## config.mk

```make
export PLATFORM = sky130hd
export DESIGN_NAME = output_writer
export DESIGN_NICKNAME = d
export VERILOG_FILES = /design/src/rtl/output_writer.sv
export SDC_FILE = /design/constraint.sdc
export NUM_CORES = 1
export LEC_CHECK = 0
export ABC_AREA = 0
export CAP_MARGIN = 40
export CORE_UTILIZATION = 50
export DETAILED_ROUTE_END_ITERATION = 10
export PLACE_DENSITY = 0.81
export SLEW_MARGIN = 25
export SYNTH_ARGS = -nofsm -noshare
export SYNTH_HDL_FRONTEND = slang
export SYNTH_SLANG_ARGS = --single-unit
```

## constraint.sdc

```tcl
create_clock -name clk -period 7.03 [get_ports clk]
set_input_delay 1.406 -clock clk [delete_from_list [all_inputs] [get_ports clk]]
set_output_delay 1.406 -clock clk [all_outputs]
set_load 0.01 [all_outputs]
```

## src/rtl/output_writer.sv

```systemverilog
// Output writer: packs post/pooling beats into memory words, buffers them in a FIFO and
// streams them out with a row/column address. Define OUTPUT_WRITER_ROW_STRIDE_EN for strided rows.
module output_writer #(
   parameter int POX        = 4,
   parameter int FIFO_DEPTH = 8,
   parameter int ADDR_W     = 16
) (
   input  logic                  clk,
   input  logic                  rst,
   input  logic                  start,
   input  logic                  cfg_pool_en,
   input  logic [ADDR_W-1:0]     cfg_base_addr,
   input  logic [ADDR_W-1:0]     cfg_row_words,
   input  logic [ADDR_W-1:0]     cfg_rows,
   input  logic [ADDR_W-1:0]     cfg_row_stride,
   input  logic [POX*16-1:0]     post_out,
   input  logic                  post_out_valid,
   input  logic [POX/2*16-1:0]   pooling_out,
   input  logic                  pooling_out_valid,
   output logic                  mem_wr_en,
   output logic [ADDR_W-1:0]     mem_wr_addr,
   output logic [POX*16-1:0]     mem_wr_data,
   input  logic                  mem_wr_ready,
   output logic                  busy,
   output logic                  done,
   output logic                  overflow
);

   localparam int DW = POX * 16;
   localparam int HW = POX / 2 * 16;
   localparam int AW = $clog2(FIFO_DEPTH);
   localparam int CW = 2 * ADDR_W;
   localparam logic [AW:0] DEPTH_C = (AW+1)'(FIFO_DEPTH);

   typedef enum logic [1:0] {S_IDLE, S_RUN, S_DRAIN, S_DONE} state_t;

   state_t            r_state;
   logic [DW-1:0]     r_fifo [FIFO_DEPTH];
   logic [AW-1:0]     r_wptr;
   logic [AW-1:0]     r_rptr;
   logic [AW:0]       r_count;
   logic              r_half_valid;
   logic [HW-1:0]     r_half_data;
   logic [CW-1:0]     r_total;
   logic [CW-1:0]     r_accepted;
   logic              r_pool_en;
   logic              r_overflow;
   logic [ADDR_W-1:0] r_base;
   logic [ADDR_W-1:0] r_row_words;
   logic [ADDR_W-1:0] r_col;
   logic [ADDR_W-1:0] r_row;
   logic [ADDR_W-1:0] r_xfer;

   logic              w_active;
   logic              w_en;
   logic              w_pop;
   logic              w_accepting;
   logic              w_word_valid;
   logic [DW-1:0]     w_word;
   logic              w_room;
   logic              w_push;
   logic              w_drop;
   logic [CW-1:0]     w_acc_next;
   logic              w_last_col;
   logic [ADDR_W-1:0] w_addr;

   assign w_active    = (r_state == S_RUN) || (r_state == S_DRAIN);
   assign w_en        = w_active && (r_count != '0);
   assign w_pop       = w_en && mem_wr_ready;
   assign w_accepting = (r_state == S_RUN) && (r_accepted != r_total);

   always_comb begin
      w_word_valid = 1'b0;
      w_word       = post_out;
      if (w_accepting) begin
         if (r_pool_en) begin
            w_word       = {pooling_out, r_half_data};
            w_word_valid = pooling_out_valid && r_half_valid;
         end else begin
            w_word_valid = post_out_valid;
         end
      end
   end

   // A full FIFO still accepts a word when the head leaves in the same cycle.
   assign w_room     = (r_count != DEPTH_C) || w_pop;
   assign w_push     = w_word_valid && w_room;
   assign w_drop     = w_word_valid && !w_room;
   assign w_acc_next = r_accepted + CW'(w_push);
   assign w_last_col = (r_col == r_row_words - 1'b1);

`ifdef OUTPUT_WRITER_ROW_STRIDE_EN
   logic [ADDR_W-1:0] r_stride;
   logic              w_unused_bits;

   always_ff @(posedge clk or posedge rst) begin
      if (rst) begin
         r_stride <= '0;
      end else if (r_state == S_IDLE && start) begin
         r_stride <= cfg_row_stride;
      end
   end

   assign w_addr        = r_base + r_row * r_stride + r_col;
   assign w_unused_bits = ^r_xfer;
`else
   logic w_unused_bits;

   assign w_addr        = r_base + r_xfer;
   assign w_unused_bits = ^{cfg_row_stride, r_row};
`endif

   assign mem_wr_en   = w_en;
   assign mem_wr_addr = w_en ? w_addr : '0;
   assign mem_wr_data = w_en ? r_fifo[r_rptr] : '0;
   assign busy        = w_active;
   assign done        = (r_state == S_DONE);
   assign overflow    = r_overflow;

   // Storage needs no reset: the head is only visible while the FIFO is non-empty.
   always_ff @(posedge clk) begin
      if (w_push) begin
         r_fifo[r_wptr] <= w_word;
      end
   end

   always_ff @(posedge clk or posedge rst) begin
      if (rst) begin
         r_state      <= S_IDLE;
         r_wptr       <= '0;
         r_rptr       <= '0;
         r_count      <= '0;
         r_half_valid <= 1'b0;
         r_half_data  <= '0;
         r_total      <= '0;
         r_accepted   <= '0;
         r_pool_en    <= 1'b0;
         r_overflow   <= 1'b0;
         r_base       <= '0;
         r_row_words  <= '0;
         r_col        <= '0;
         r_row        <= '0;
         r_xfer       <= '0;
      end else begin
         r_accepted <= w_acc_next;

         if (w_accepting && r_pool_en && pooling_out_valid) begin
            if (r_half_valid) begin
               r_half_valid <= 1'b0;
            end else begin
               r_half_valid <= 1'b1;
               r_half_data  <= pooling_out;
            end
         end

         if (w_drop) begin
            r_overflow <= 1'b1;
         end

         if (w_push) begin
            r_wptr <= r_wptr + 1'b1;
         end

         if (w_pop) begin
            r_rptr <= r_rptr + 1'b1;
            r_xfer <= r_xfer + 1'b1;
            if (w_last_col) begin
               r_col <= '0;
               r_row <= r_row + 1'b1;
            end else begin
               r_col <= r_col + 1'b1;
            end
         end

         case ({w_push, w_pop})
            2'b10:   r_count <= r_count + (AW+1)'(1);
            2'b01:   r_count <= r_count - (AW+1)'(1);
            default: r_count <= r_count;
         endcase

         case (r_state)
            S_IDLE: begin
               if (start) begin
                  r_pool_en    <= cfg_pool_en;
                  r_base       <= cfg_base_addr;
                  r_row_words  <= cfg_row_words;
                  r_total      <= CW'(cfg_rows) * CW'(cfg_row_words);
                  r_accepted   <= '0;
                  r_col        <= '0;
                  r_row        <= '0;
                  r_xfer       <= '0;
                  r_half_valid <= 1'b0;
                  r_overflow   <= 1'b0;
                  r_state      <= S_RUN;
               end
            end
            S_RUN: begin
               if (w_acc_next == r_total) begin
                  r_state <= S_DRAIN;
               end
            end
            S_DRAIN: begin
               if (r_count == '0) begin
                  r_state <= S_DONE;
               end
            end
            S_DONE: begin
               r_state <= S_IDLE;
            end
            default: begin
               r_state <= S_IDLE;
            end
         endcase
      end
   end

endmodule

```

* Word-level counts from Yosys, hierarchy flattened *
Memory sizes are Yosys's and may differ from the RTL's.
Cells that the tools add are included.

cells by class
  add/sub/neg operators = 7
  multipliers = 1
  divide/modulo/power cells = 0
  $lt $le $gt $ge = 0
  equal/unequal tests = 11
  shifts and indexed selects = 0
  multiplexer cells = 25
  bitwise gates (word level) = 1
  reduce and logical (&&, ||, !) cells = 18

operators with widths
  operator                                               number
  two-way mux 64 bit                                     3
  two-way mux 16 bit                                     4
  two-way mux 32 bit                                     2
  adder 32 x 1 -> 32 bit                                 1
  == test 32 bit                                         1
  multiplier 16 x 16 -> 32 bit                           1
  inequality test 32 bit                                 1
  adder 16 x 1 -> 16 bit, second input constant          1
  adder 16 bit                                           1
  two-way mux 1 bit                                      11
  logical AND 1 bit                                      8
  case mux 2 bit (4 select lines)                        1
  case mux 4 bit (2 select lines)                        1
  adder 3 x 1 -> 3 bit, second input constant            2
  == test 2 bit, second input constant                   3
  two-way mux 2 bit                                      3
  adder 4 x 1 -> 4 bit, second input constant            1
  == test 2 x 1 -> 1 bit, second input constant          2
  logical NOT 4 bit                                      1
  inequality test 2 x 1 -> 1 bit, second input constant  2
  inequality test 4 bit, second input constant           1
  AND reduction 2 bit                                    2
  nonzero test 4 bit                                     1
  subtractor 4 x 1 -> 4 bit, second input constant       1
  7 further kinds                                        8

storage, ports and cells
  register bits after elaboration = 143
  bits in latches = 0
  memory bits (writable) = 512
  memory bits (read-only) = 0
  input bits = 167
  output and inout bits = 84
  word-level logic and storage cells = 76
  memories kept = 1

memories
  memory  words  bits a word  rd ports  clocked after Yosys merged registers in  write ports  line  source
  r_fifo  8      64           1         0                                        1            38    logic [DW-1:0] r_fifo [FIFO_DEPTH];

* Logic depth before layout (Yosys ltp) *
Gate-level depths: netlist (run 1).

  word-level depth = 10
  gate-level depth with buffers = 23
  depth with buffers taken out = 22

* Worst setup path before layout (run 1) *
No wires, ideal clock.

  kind = in2reg
  start point = input port cfg_rows[7]
  end point = register r_total[29]
  library setup time = 0.120 ns
  arrival time = 6.969 ns
  required time = 6.910 ns
  path slack = -0.059 ns
  stages on the path = 22
  buffers on the path = 1
  cells stage by stage = clkbuf_1 > nand2_1 > fa_1 > inv_1 > fa_1 > inv_1 > fa_1 > inv_1 > fa_1 > fa_1 > inv_1 > fa_1 > inv_1 > ha_1 > a21o_1 > a31o_2 > a211oi_1 > a31oi_1 > o2111ai_1 > a21oi_1 > or3_1 > a31o_2

between the ends
  word-level cells in the longest chain between the ends = 1

RTL lines
  item                          line  source
  from (decl)                   14    input logic [ADDR_W-1:0] cfg_rows,
  multiplier 16 x 16 -> 32 bit  187   r_total <= CW'(cfg_rows) * CW'(cfg_row_words);
  to (signal assigned)          187
  to (decl)                     44    logic [CW-1:0] r_total;

No other way between the ends.
A chain may end at the register's enable or synchronous reset.

* Final worst setup path (run 1) *
  start point = input port cfg_row_words[9]
  end point = register r_total[27]

between the ends
  word-level cells in the longest chain between the ends = 1

RTL lines
  item                          line  source
  from (decl)                   13    input logic [ADDR_W-1:0] cfg_row_words,
  multiplier 16 x 16 -> 32 bit  187

No other way between the ends.

==> parameters.txt, run 1 <==
Parameter                              Value

Outcome
  Result of the run    finished, final reports clean

Timing
  Setup Skew    0.0446 ns
  Min Tclk post-route    6.85 ns
  Transition time at the pin with the least slew margin    0.832 ns
  Final-report setup violation count    0
  Hold Fails Final Rpt    0
  Final setup slack of the worst path    0.179 ns
  Setup TNS Final    0 ns
  Max-slew violation count    0
  Max_slew headroom    44.4%
  Peak clock frequency supported by timing    146 MHz
  Post-route clock period utilization    97.4%

Clock network
  Latest clock arrival within the worst-skew pair    0.63 ns
  Register clock-pin slew on the reported worst setup and hold paths    0.06 ns
  Number of buffers on the longest clock path    3
  TritonCTS clock tree    yes
  Total clock sinks    655
  Hold-fix buffers at CTS    0
  Root buffer selected by CTS    clkbuf_16
  H-Tree Level Count    3
  Num CTS Buffers    67

Power and ir drop
  Worst IR drop on VDD    0.439 mV
  Power density relative to cell area    456 mW/mm2
  Power share of the sequential group    25.8%
  Pleak    17.3 nW
  Design internal power    12.2 mW
  Part of the total power dissipated in combinational logic    55.4%
  Power dissipated by switching net loads    7.56 mW
  Switching share of power    38.2%
  Proportion of power drawn by the clock network    18.8%

Final layout
  Share of cells above drive strength 1    18.0%
  Area growth from synthesis to layout    19.5%
  Number of standard cells in the final layout excluding fillers    4,006
  Layout Nets    3,495

Placement
  Routability-driven placement congestion ratio    0.933
  PortBufs    234
  Detail Placement HPWL    59,700 um
  Worst slack, placed    -0.855 ns
  Cells after DPL    3,872

Yosys
  Count of cell types in the netlist    73
  Number of warnings issued by yosys    0
  Area of the mapped netlist    0.0363 mm2
  FFs w/ async S/R, synth    21.8%
  Average cell area after synthesis    13.7 um2
  Sequential cell area fraction in the yosys report    52.2%
  Total nets after synthesis    3,154
  Number of instances in the synthesized netlist    2,658
  Commonest register cell after synthesis    edfxtp_1
  Synthesized flop and latch total    655
  Number of flops mapped to enable cells by yosys    512

Setup path
  Nature of the critical path endpoint    flop
  Startpoint of the most critical register-to-register path    r_accepted[27]
  Crit Path Category    in -> reg
  Critical Path RT    7.51 ns
  Origin of the worst setup path    cfg_row_words[9]
  Data arrival, critical path    7.33 ns
  Worst-path maximum fanout    15
  Worst setup SP type    input pin

Detailed routing
  First-pass iteration count of the detailed router    5
  Vias per std cell    5.67
  Routed wire length per instance    22.3 um
  Total wirelength of the detailed-routed design    89,200 um
  Via count    22.7k
  Post-route DRC violation count    0
  Remaining antenna violation count    0
  Initial drt markers    1,957

Global routing
  Pin count of the biggest net entering global routing    71
  Wire length of the first global-routing pass    139,000 um
  Met3 GRT Util    3.41%
  Overall fraction of global-route tracks in use    24.4%
  Gr busiest metal    met2
  Grt met1 use    31.3%
  Met2 track demand over resource    42.3%
  Number of global-route vias before repair    24.7k
  Initial antenna violation count    5
  Total global routing overflow    0

Run
  Max-cap violation count    0

Floorplanning
  Placeable Area    0.0717 mm2
  DIE WIDTH    272 um
  Row cnt    98
  Count of boundary I/O pins    251
  Starting density of the core    50.6%
  Area of the die    0.0737 mm2
  Height of the die    272 um

Worst hold path
  Type of the tightest min-delay check    reg -> reg
  Launch instance of the worst min-delay path    r_base[12]
==> critical path, cell delays in order <==
cell and delay [ns]:
clkdlybuf4s50_1 0.51, buf_6 0.20, nand2_1 0.08, fa_1 0.47, inv_1 0.05, fa_1 0.43
fa_1 0.53, fa_2 0.44, fa_1 0.50, inv_1 0.06, fa_1 0.48, inv_1 0.04
ha_1 0.29, buf_4 0.16, and3_1 0.17, and4b_1 0.20, a211oi_2 0.27, a31oi_2 0.17
a211o_1 0.32, a21oi_2 0.17, xnor2_1 0.10, mux2_2 0.27
==> placed cells by master (no fill, tap or decap), drive strengths merged, types with 72 or more instances in the layout <==
cell type / count
nor2: 159
ha: 133
mux4: 128
mux2: 101
inv: 241
and2: 125
mux2i: 72
nand2: 288
xnor2: 74
dfrtp: 143
clkbuf: 90
fa: 196
buf: 155
edfxtp: 512
clkdlybuf4s50: 212
==> synth_stat cells, types with 5 or more instances <==
| cell type | n | area (um2) |
|---|---|---|
| edfxtp_1 | 512 | 15400 |
| nand2_1 | 288 | 1080 |
| inv_1 | 237 | 890 |
| fa_1 | 196 | 3920 |
| nor2_1 | 158 | 593 |
| dfrtp_1 | 143 | 3580 |
| ha_1 | 133 | 1660 |
| mux4_2 | 128 | 2880 |
| and2_1 | 124 | 776 |
| mux2_2 | 97 | 1090 |
| xnor2_1 | 74 | 648 |
| clkbuf_1 | 73 | 274 |
| mux2i_1 | 72 | 721 |
| xor2_1 | 60 | 526 |
| a21oi_1 | 42 | 210 |
| o21ai_0 | 41 | 205 |
| nand3_1 | 33 | 165 |
| buf_1 | 32 | 120 |
| nand4_1 | 21 | 131 |
| nor3_1 | 20 | 100 |
| a21o_1 | 15 | 113 |
| and3_1 | 15 | 93.8 |
| nand2b_1 | 14 | 87.6 |
| buf_2 | 12 | 60.1 |
| or3_1 | 10 | 62.6 |
| a211oi_1 | 7 | 52.6 |
| nor4_1 | 7 | 43.8 |
| a31oi_1 | 5 | 31.3 |
| o211ai_1 | 5 | 37.5 |
| o21a_1 | 5 | 37.5 |
| or4_1 | 5 | 37.5 |
==> power by group through the flow <==
stage          Combinational (mW)  Clock [mW]  Sequential (mW)
3_5_place_dp                 10.5           0             5.17
2_1_floorplan                6.56           0             5.01
6_report                     11.0        3.73             5.11
4_1_cts                      10.8        3.78             5.10
5_1_grt                      12.0        3.93             5.15
3_3_place_gp                 9.97           0             5.29
==> final timing paths <==
| kind | to | slack, ns | cells after the start |
|---|---|---|---|
| min reg2reg | r_base[12] | 0.49 | 2 |
| max reg2reg | r_state[1] | 1.31 | 17 |
| max | r_total[27] | 0.18 | 22 |
| max in group asynchronous | r_rptr[0] | 4.48 | 4 |
| min in group asynchronous | r_accepted[3] | 1.16 | 2 |
| min | r_base[12] | 0.49 | 2 |
==> per-stage QoR <==
step                      total power, mW  hold slack [ns]  area [um2]  utilization [%]
final                                19.8            0.495       43400             60.5
after global routing                 21.1            0.522       43400             60.5
after CTS                            19.7            0.493       43100             60.2
after detailed placement             15.7            0.479       40800             56.8
after global placement               15.3            0.479       40600             56.6
after floorplan                      11.6            0.452       36300                -
==> kinds of logic after synthesis <==
kind of cell | count (synthesis) | synth area share (%)
AND/OR/NAND/NOR | 729 | 9.62
flip-flops | 655 | 52.2
buffers and inverters | 356 | 3.75
adder cells (fa/ha/maj) | 329 | 15.4
multiplexers | 301 | 13.1
AO/OA/AOI/OAI | 154 | 2.77
XOR/XNOR | 134 | 3.23
==> what timing repair did <==
action,CTS,global route
endpoints found under the hold margin,0,0
setup endpoints to repair,6,13
resized for setup,12,46
pin swaps,1,16
buffers inserted,0,6
gates cloned,0,2
==> layout make-up <==
type | instances | area, um2
timing repair buffer | 391 | 3790
antenna | 3 | 7.51
fill | 5246 | 28300
clock inverter | 36 | 528
tap | 950 | 1190
inverter | 237 | 895
multi-input combinational | 1647 | 16200
clock buffer | 87 | 1820
sequential | 655 | 19000
==> routing by layer <==
metal	share of wire [%]	vias to the layer above
met2	51	879
met1	40	11600
met3	5.9	174
met4	3.0	4
met5	0.029	-
li1	-	10000
==> state kept, by name, indices dropped and copies added (netlist names), 2 cells and up <==
name         flops
r_count          4
r_total         32
r_base          16
r_xfer          16
r_half_data     32
r_state          2
r_accepted      32
r_wptr           3
r_fifo         512
r_rptr           3
Power figures use the tool's default switching activity.
==> run 2: changes to the inputs <==
--- a/config.mk
+++ b/config.mk
@@ -5,7 +5,6 @@
 export SDC_FILE = /design/constraint.sdc
 export NUM_CORES = 1
 export LEC_CHECK = 0
-export ABC_AREA = 0
 export CAP_MARGIN = 40
 export CORE_UTILIZATION = 50
 export DETAILED_ROUTE_END_ITERATION = 10
==> constraint.sdc (replaced) <==
create_clock -name clk -period 8.1 [get_ports clk]
set_input_delay 1.62 -clock clk [delete_from_list [all_inputs] [get_ports clk]]
set_output_delay 1.62 -clock clk [all_outputs]
set_load 0.01 [all_outputs]
==> run 2 against run 1 <==
Compared with the run above: global-route usage is essentially flat; final area shrank 1.2%; critical path depth unchanged; sequential share of layout area increased by 0.53 points; clock power shrank 13%; setup slack improved by 0.34 ns; sequential power down 12%; cell count is 1.4% lower; combinational power fell by 22%; via count is 0.28% lower; non-clock buffer count fell by 56; flip-flop and latch count is the same; critical path type unchanged; critical endpoint is now r_total[30]; largest cell class unchanged; highest routed layer unchanged.
==> parameters.txt, run 2 (synthesis results as in run 1) <==
Parameter                              Value

Outcome
  Result of the run    finished, final reports clean (unchanged)

Setup path
  Critical Path RT    8.54 ns (was 7.51 ns)
  Worst setup SP type    input pin (unchanged)
  Nature of the critical path endpoint    flop (unchanged)
  Crit Path Category    in -> reg (unchanged)
  Slowest cell on crit path    clkdlybuf4s50_1 (was fa_1)
  Max incr delay on CP    0.60 ns (was 0.53 ns)
  Most prevalent standard cell on the critical path    fa_1 (unchanged)
  Cell-by-cell trace of the critical path    clkdlybuf4s50_1 > buf_4 > and2_1 > fa_1 > inv_1 > fa_1 > fa_1 > fa_1 > inv_1 > fa_1 > inv_1 > fa_1 > inv_1 > ha_1 > nand2_1 > or4_1 > a311oi_1 > buf_4 > a41oi_1 > nor4_1 > o31a_1 > o31ai_1 (was clkdlybuf4s50_1 > buf_6 > nand2_1 > fa_1 > inv_1 > fa_1 > fa_1 > fa_2 > fa_1 > inv_1 > fa_1 > inv_1 > ha_1 > buf_4 > and3_1 > and4b_1 > a211oi_2 > a31oi_2 > a211o_1 > a21oi_2 > xnor2_1 > mux2_2)
  Number of buffers and inverters on the critical path    7 (was 6)
  Worst-path maximum fanout    7 (was 15)
  Data arrival, critical path    8.02 ns (was 7.33 ns)
  Family with the most delay on the worst path    adder cells (unchanged)

Power and ir drop
  Power dissipated by switching net loads    6.24 mW (was 7.56 mW)
  Worst IR drop on VDD    0.385 mV (was 0.439 mV)
  Pleak    16.9 nW (was 17.3 nW)
  Design internal power    10.1 mW (was 12.2 mW)
  Sum of internal, switching and leakage power    16.3 mW (was 19.8 mW)
  Power share of the sequential group    27.4% (was 25.8%)
  Proportion of power drawn by the clock network    19.8% (was 18.8%)
  Power density relative to cell area    381 mW/mm2 (was 456 mW/mm2)
  Part of the total power dissipated in combinational logic    52.7% (was 55.4%)
  Switching share of power    38.2% (about the same)

Floorplanning
  Row cnt    98 (unchanged)
  Area of the die    0.0737 mm2 (unchanged)
  Starting density of the core    50.6% (unchanged)
  Height of the die    272 um (unchanged)
  Count of boundary I/O pins    251 (unchanged)
  Placeable Area    0.0717 mm2 (unchanged)
  DIE WIDTH    272 um (unchanged)

Final layout
  Largest reg by FF count    r_fifo (unchanged)
  Fill cells    5,279 (was 5,246)
  Leading cell types in the layout, fill and taps excluded    512 x edfxtp_1, 285 x nand2_1, 236 x inv_1, 234 x clkdlybuf4s50_1, 196 x fa_1 (was 512 x edfxtp_1, 285 x nand2_1, 236 x inv_1, 212 x clkdlybuf4s50_1, 191 x fa_1)
  Share of cells above drive strength 1    15.6% (was 18.0%)
  Layout Nets    3,441 (was 3,495)
  Area growth from synthesis to layout    18.1% (was 19.5%)
  Most common library cell in the layout ignoring fill and taps    edfxtp_1 (unchanged)
  Max FFs per register    512 (unchanged)

Clock network
  Post-CTS resize count    0 (was 12)
  Num CTS Buffers    69 (was 67)
  Total clock sinks    655 (unchanged)
  Hold-fix buffers at CTS    0 (unchanged)
  Root buffer selected by CTS    clkbuf_16 (unchanged)
  Post-CTS Setup Bufs    0 (unchanged)
  Number of buffers on the longest clock path    3 (unchanged)
  Register clock-pin slew on the reported worst setup and hold paths    0.06 ns (about the same)
  H-Tree Level Count    3 (unchanged)
  Latest clock arrival within the worst-skew pair    0.64 ns (was 0.63 ns)
  TritonCTS clock tree    yes (unchanged)

Placement
  Routability-driven placement congestion ratio    0.887 (was 0.933)
  Worst slack, placed    -0.0291 ns (was -0.855 ns)
  Detail Placement HPWL    58,600 um (was 59,700 um)
  PortBufs    234 (unchanged)

Detailed routing
  Routed wire length per instance    22.7 um (was 22.3 um)
  Remaining antenna violation count    0 (unchanged)
  First-pass iteration count of the detailed router    5 (unchanged)
  Total wirelength of the detailed-routed design    89,600 um (was 89,200 um)
  Post-route DRC violation count    0 (unchanged)
  Vias per std cell    5.73 (was 5.67)
  Initial drt markers    2,142 (was 1,957)
  Via count    22.6k (was 22.7k)

Timing
  Max_slew headroom    43.1% (was 44.4%)
  Final setup slack of the worst path    0.521 ns (was 0.179 ns)
  Setup TNS Final    0 ns (unchanged)
  Transition time at the pin with the least slew margin    0.854 ns (was 0.832 ns)
  Peak clock frequency supported by timing    132 MHz
  Hold Fails Final Rpt    0 (unchanged)
  Setup repair after global routing missed its margin    false
  Post-route clock period utilization    93.6%
  Setup Skew    0.0552 ns (was 0.0446 ns)
  Max-slew violation count    0 (unchanged)
  Final-report setup violation count    0 (unchanged)
  Min Tclk post-route    7.58 ns

Run
  Max-cap violation count    0 (unchanged)

Global routing
  Overall fraction of global-route tracks in use    24.4% (about the same)
  Pin count of the biggest net entering global routing    87 (was 71)
  Number of global-route vias before repair    24.2k (was 24.7k)
  Wire length of the first global-routing pass    138,000 um (was 139,000 um)
  Total global routing overflow    0 (unchanged)
  Initial antenna violation count    4 (was 5)

Worst hold path
  Type of the tightest min-delay check    reg -> reg (unchanged)
-- run 2: final cells by class --
class	count	area (um2)	area share, %
Inverter	237	895	2.09
Tap cell	950	1190	2.77
Timing Repair Buffer	335	3400	7.92
Sequential cell	655	19000	44.2
Clock inverter	43	537	1.25
Clock buffer	82	1820	4.23
Antenna cell	2	5.00	0.0117
Multi-Input combinational cell	1647	16100	37.5
-- run 2: power groups by stage --
stage	combinational [mW]	clock, mW	sequential [mW]
3_5_place_dp	8.56	0	4.53
3_3_place_gp	8.21	0	4.55
4_1_cts	8.65	3.29	4.47
2_1_floorplan	5.70	0	4.35
6_report	8.61	3.24	4.48
5_1_grt	9.47	3.41	4.51
-- run 2: path summary, 6_finish.rpt --
check,start,endpoint,slack (ns),depth (start not counted)
worst max-delay path,cfg_row_words[6],r_total[30],0.52,22
max in group asynchronous,rst,r_rptr[0],5.46,5
worst max register to register,r_state[0],r_state[1],2.48,18
min in group asynchronous,rst,r_total[22],1.42,2
worst min register to register,r_base[12],r_base[12],0.49,2
worst min-delay path,r_base[12],r_base[12],0.49,2
-- run 2: worst register-to-register path: cells and delay by family (launching register included) --
| family | cells | cell delay (ns) |
|---|---|---|
| and+or+nand+nor | 7 | 1.95 |
| adders and majority gates | 3 | 1.03 |
| buffers and inverters | 3 | 0.71 |
| muxes | 2 | 0.69 |
| AOI/OAI and AO/OA | 2 | 0.57 |
| DFF | 1 | 0.39 |
| xor gates and xnor gates | 1 | 0.16 |
-- run 2: metrics by stage --
| stage | std cells | utilization (%) | hold slack (ns) | area (um2) |
|---|---|---|---|---|
| detailed placement | 3821 | 56.4 | 0.481 | 40500 |
| floorplan | 2658 | - | 0.452 | 36300 |
| CTS | 3946 | 59.7 | 0.500 | 42800 |
| global route | 3951 | 59.8 | 0.521 | 42900 |
| finish | 3951 | 59.8 | 0.493 | 42900 |
| global placement | 3815 | 56.2 | 0.479 | 40300 |
-- run 2: per-layer routing --
layer | wire length, um | vias up | track usage [%]
li1 | - | 9920 | -
met3 | 5360 | 156 | 3.03
met4 | 2400 | 2 | 8.28
met2 | 46300 | 888 | 42.8
met1 | 35500 | 11700 | 31.4
met5 | 17 | - | 0
==> run 3: changes to the inputs <==
--- a/config.mk
+++ b/config.mk
@@ -6,9 +6,10 @@
 export NUM_CORES = 1
 export LEC_CHECK = 0
 export CAP_MARGIN = 40
-export CORE_UTILIZATION = 50
+export CORE_UTILIZATION = 65
 export DETAILED_ROUTE_END_ITERATION = 10
-export PLACE_DENSITY = 0.81
+export HOLD_SLACK_MARGIN = 0.06
+export PLACE_DENSITY = 0.95
 export SLEW_MARGIN = 25
 export SYNTH_ARGS = -nofsm -noshare
 export SYNTH_HDL_FRONTEND = slang
==> run 3 against run 2 <==
Compared with the run above: maximum frequency shrank 1.7%; global-route usage grew 14 points; core utilization grew 17 points; total power grew 0.80%; clock skew shrank 0.021 ns; hold slack lost 0.011 ns; sequential share of layout area grew 0.77 points; non-clock buffer count shrank 13; largest power group unchanged.
==> parameters.txt, run 3 (synthesis results as in run 1) <==
Parameter                              Value

Placement
  Instance area at placement    0.0400 mm2 (was 0.0405 mm2)
  Cells after DPL    3,607 (was 3,821)
  Worst slack, placed    -0.0970 ns (was -0.0291 ns)
  PortBufs    234 (unchanged)
  Detail Placement HPWL    66,300 um (was 58,600 um)
  Routability-driven placement congestion ratio    0.920 (was 0.887)

Clock network
  Post-CTS Setup Bufs    0 (unchanged)
  TritonCTS clock tree    yes (unchanged)
  Total clock sinks    655 (unchanged)
  Root buffer selected by CTS    clkbuf_16 (unchanged)
  H-Tree Level Count    3 (unchanged)
  Hold-fix buffers at CTS    0 (unchanged)
  Num CTS Buffers    66 (was 69)
  Register clock-pin slew on the reported worst setup and hold paths    0.06 ns (about the same)
  Latest clock arrival within the worst-skew pair    0.64 ns (about the same)
  Post-CTS resize count    0 (unchanged)
  Number of buffers on the longest clock path    3 (unchanged)

Timing
  Max-slew violation count    0 (unchanged)
  Setup TNS Final    0 ns (unchanged)
  Min Tclk post-route    7.71 ns (was 7.58 ns)
  Transition time at the pin with the least slew margin    0.842 ns (was 0.854 ns)
  Max_slew headroom    43.8% (was 43.1%)
  Final setup slack of the worst path    0.389 ns (was 0.521 ns)
  Peak clock frequency supported by timing    130 MHz (was 132 MHz)
  Setup repair after global routing missed its margin    false (unchanged)
  Hold Fails Final Rpt    0 (unchanged)
  Final-report setup violation count    0 (unchanged)
  Setup Skew    0.0337 ns (was 0.0552 ns)
  Post-route clock period utilization    95.2% (was 93.6%)

Power and ir drop
  Sum of internal, switching and leakage power    16.5 mW (was 16.3 mW)
  Worst IR drop on VDD    0.673 mV (was 0.385 mV)
  Pleak    16.7 nW (was 16.9 nW)
  Power density relative to cell area    390 mW/mm2 (was 381 mW/mm2)

Final layout
  Fill cells    2,982 (was 5,279)
  Leading cell types in the layout, fill and taps excluded    512 x edfxtp_1, 285 x nand2_1, 236 x inv_1, 234 x clkdlybuf4s50_1, 196 x fa_1 (unchanged)
  Share of cells above drive strength 1    14.8% (was 15.6%)
  Area growth from synthesis to layout    16.1% (was 18.1%)
  Most common library cell in the layout ignoring fill and taps    edfxtp_1 (unchanged)
  Largest reg by FF count    r_fifo (unchanged)
  Max FFs per register    512 (unchanged)
  Number of standard cells in the final layout excluding fillers    3,729 (was 3,951)
  Cell area after layout    0.0422 mm2 (was 0.0429 mm2)
  Layout Nets    3,425 (was 3,441)

Setup path
  Cell-by-cell trace of the critical path    clkdlybuf4s50_1 > buf_4 > nand2_1 > fa_1 > fa_1 > fa_1 > fa_1 > inv_1 > fa_1 > inv_1 > fa_1 > inv_1 > ha_1 > nand2_1 > or4_1 > a311oi_1 > a41oi_1 > nor4_1 > nor4_1 > o31ai_1 (was clkdlybuf4s50_1 > buf_4 > and2_1 > fa_1 > inv_1 > fa_1 > fa_1 > fa_1 > inv_1 > fa_1 > inv_1 > fa_1 > inv_1 > ha_1 > nand2_1 > or4_1 > a311oi_1 > buf_4 > a41oi_1 > nor4_1 > o31a_1 > o31ai_1)
  Critical Path RT    8.62 ns (was 8.54 ns)
  Nature of the critical path endpoint    flop (unchanged)
  Family with the most delay on the worst path    adder cells (unchanged)
  Slowest cell on crit path    clkdlybuf4s50_1 (unchanged)
  Max incr delay on CP    0.65 ns (was 0.60 ns)
  Worst-path maximum fanout    10 (was 7)
  Number of buffers and inverters on the critical path    5 (was 7)
  Most prevalent standard cell on the critical path    fa_1 (unchanged)
  Worst setup SP type    input pin (unchanged)
  Data arrival, critical path    8.23 ns (was 8.02 ns)
  Crit Path Category    in -> reg (unchanged)

Floorplanning
  Placeable Area    0.0552 mm2 (was 0.0717 mm2)
  DIE WIDTH    238 um (was 272 um)
  Area of the die    0.0568 mm2 (was 0.0737 mm2)
  Count of boundary I/O pins    251 (unchanged)
  Row cnt    86 (was 98)
  Starting density of the core    65.8% (was 50.6%)
  Height of the die    238 um (was 272 um)

Detailed routing
  Initial drt markers    3,074 (was 2,142)
  Top layer used by detailed routing    met5 (unchanged)
  First-pass iteration count of the detailed router    6 (was 5)
  Routed wire length per instance    28.4 um (was 22.7 um)
  Met2 WL post-DR    52,200 um (was 46,300 um)
  Vias per std cell    6.52 (was 5.73)
  Wire length on met3    11,400 um (was 5360 um)
  Via count    24.3k (was 22.6k)
  Met1 wire length    34,400 um (was 35,500 um)
  Remaining antenna violation count    0 (unchanged)
  Post-route DRC violation count    0 (unchanged)
  Total wirelength of the detailed-routed design    106,000 um (was 89,600 um)

Run
  Max-cap violation count    0 (unchanged)

Global routing
  Overall fraction of global-route tracks in use    38.4% (was 24.4%)
  Wire length of the first global-routing pass    158,000 um (was 138,000 um)
  Initial antenna violation count    4 (unchanged)
  Pin count of the biggest net entering global routing    71 (was 87)
  Number of global-route vias before repair    25.5k (was 24.2k)
  Total global routing overflow    0 (unchanged)

Outcome
  Result of the run    finished, final reports clean (unchanged)

Worst hold path
  Type of the tightest min-delay check    reg -> reg (unchanged)
run 3: cell count changes in the layout (fill, tap and decap cells not counted), sizes merged:
cell	before	now
buf	101	88
clkinv	29	17
inv	239	242
diode	2	1
clkbuf	82	94
clkinvlp	5	0
bufinv	7	3
run 3: power by group:
| group | switching (mW) | internal [mW] |
|---|---|---|
| registers | 0.461 | 4.13 |
| logic | 4.83 | 4.01 |
| clock network | 1.34 | 1.69 |
| total | 6.63 | 9.83 |
run 3: metal layers:
layer	GRT usage, %	up-vias
li1	-	9884
met1	46.1	12100
met2	63.5	1878
met3	8.17	458
met4	24.5	4
met5	0	-
run 3: path summary, 6_finish.rpt:
kind	slack (ns)	end	from	depth (start not counted)
worst min register to register	0.48	r_base[4]	r_base[4]	2
worst min-delay path	0.48	r_base[4]	r_base[4]	2
worst max register to register	2.50	r_state[1]	r_accepted[2]	17
min in group asynchronous	1.37	r_half_data[13]	rst	2
worst max-delay path	0.39	r_total[30]	cfg_row_words[1]	20
max in group asynchronous	5.32	r_rptr[2]	rst	4
run 3: area by class of cell:
cell class / instances / area [um2] / share of cell area, %
Antenna cell: 1 / 2.50 / 0.00594
Inverter: 237 / 895 / 2.12
Clock buffer: 94 / 1830 / 4.34
Sequential cell: 655 / 19000 / 45.0
Timing Repair Buffer: 322 / 3210 / 7.60
Tap cell: 748 / 936 / 2.22
Multi-Input combinational cell: 1647 / 16100 / 38.2
Clock inverter: 25 / 243 / 0.576
run 3: worst reg2reg max path, delay by kind of cell (launching register included):
kind | cells | cell delay (ns)
adders and majority gates | 2 | 0.54
muxes | 1 | 0.36
and+or+nand+nor | 6 | 1.95
xor gates and xnor gates | 3 | 0.67
AOI/OAI and AO/OA | 4 | 1.26
DFF | 1 | 0.49
buffers and inverters | 1 | 0.22
run 3: through the flow:
| step | hold WS (ns) | util (%) |
|---|---|---|
| 4_1_cts | 0.483 | 76.3 |
| 3_3_place_gp | 0.467 | 72.2 |
| 2_1_floorplan | 0.452 | - |
| 3_5_place_dp | 0.469 | 72.5 |
| 6_report | 0.483 | 76.4 |
| 5_1_grt | 0.517 | 76.4 |
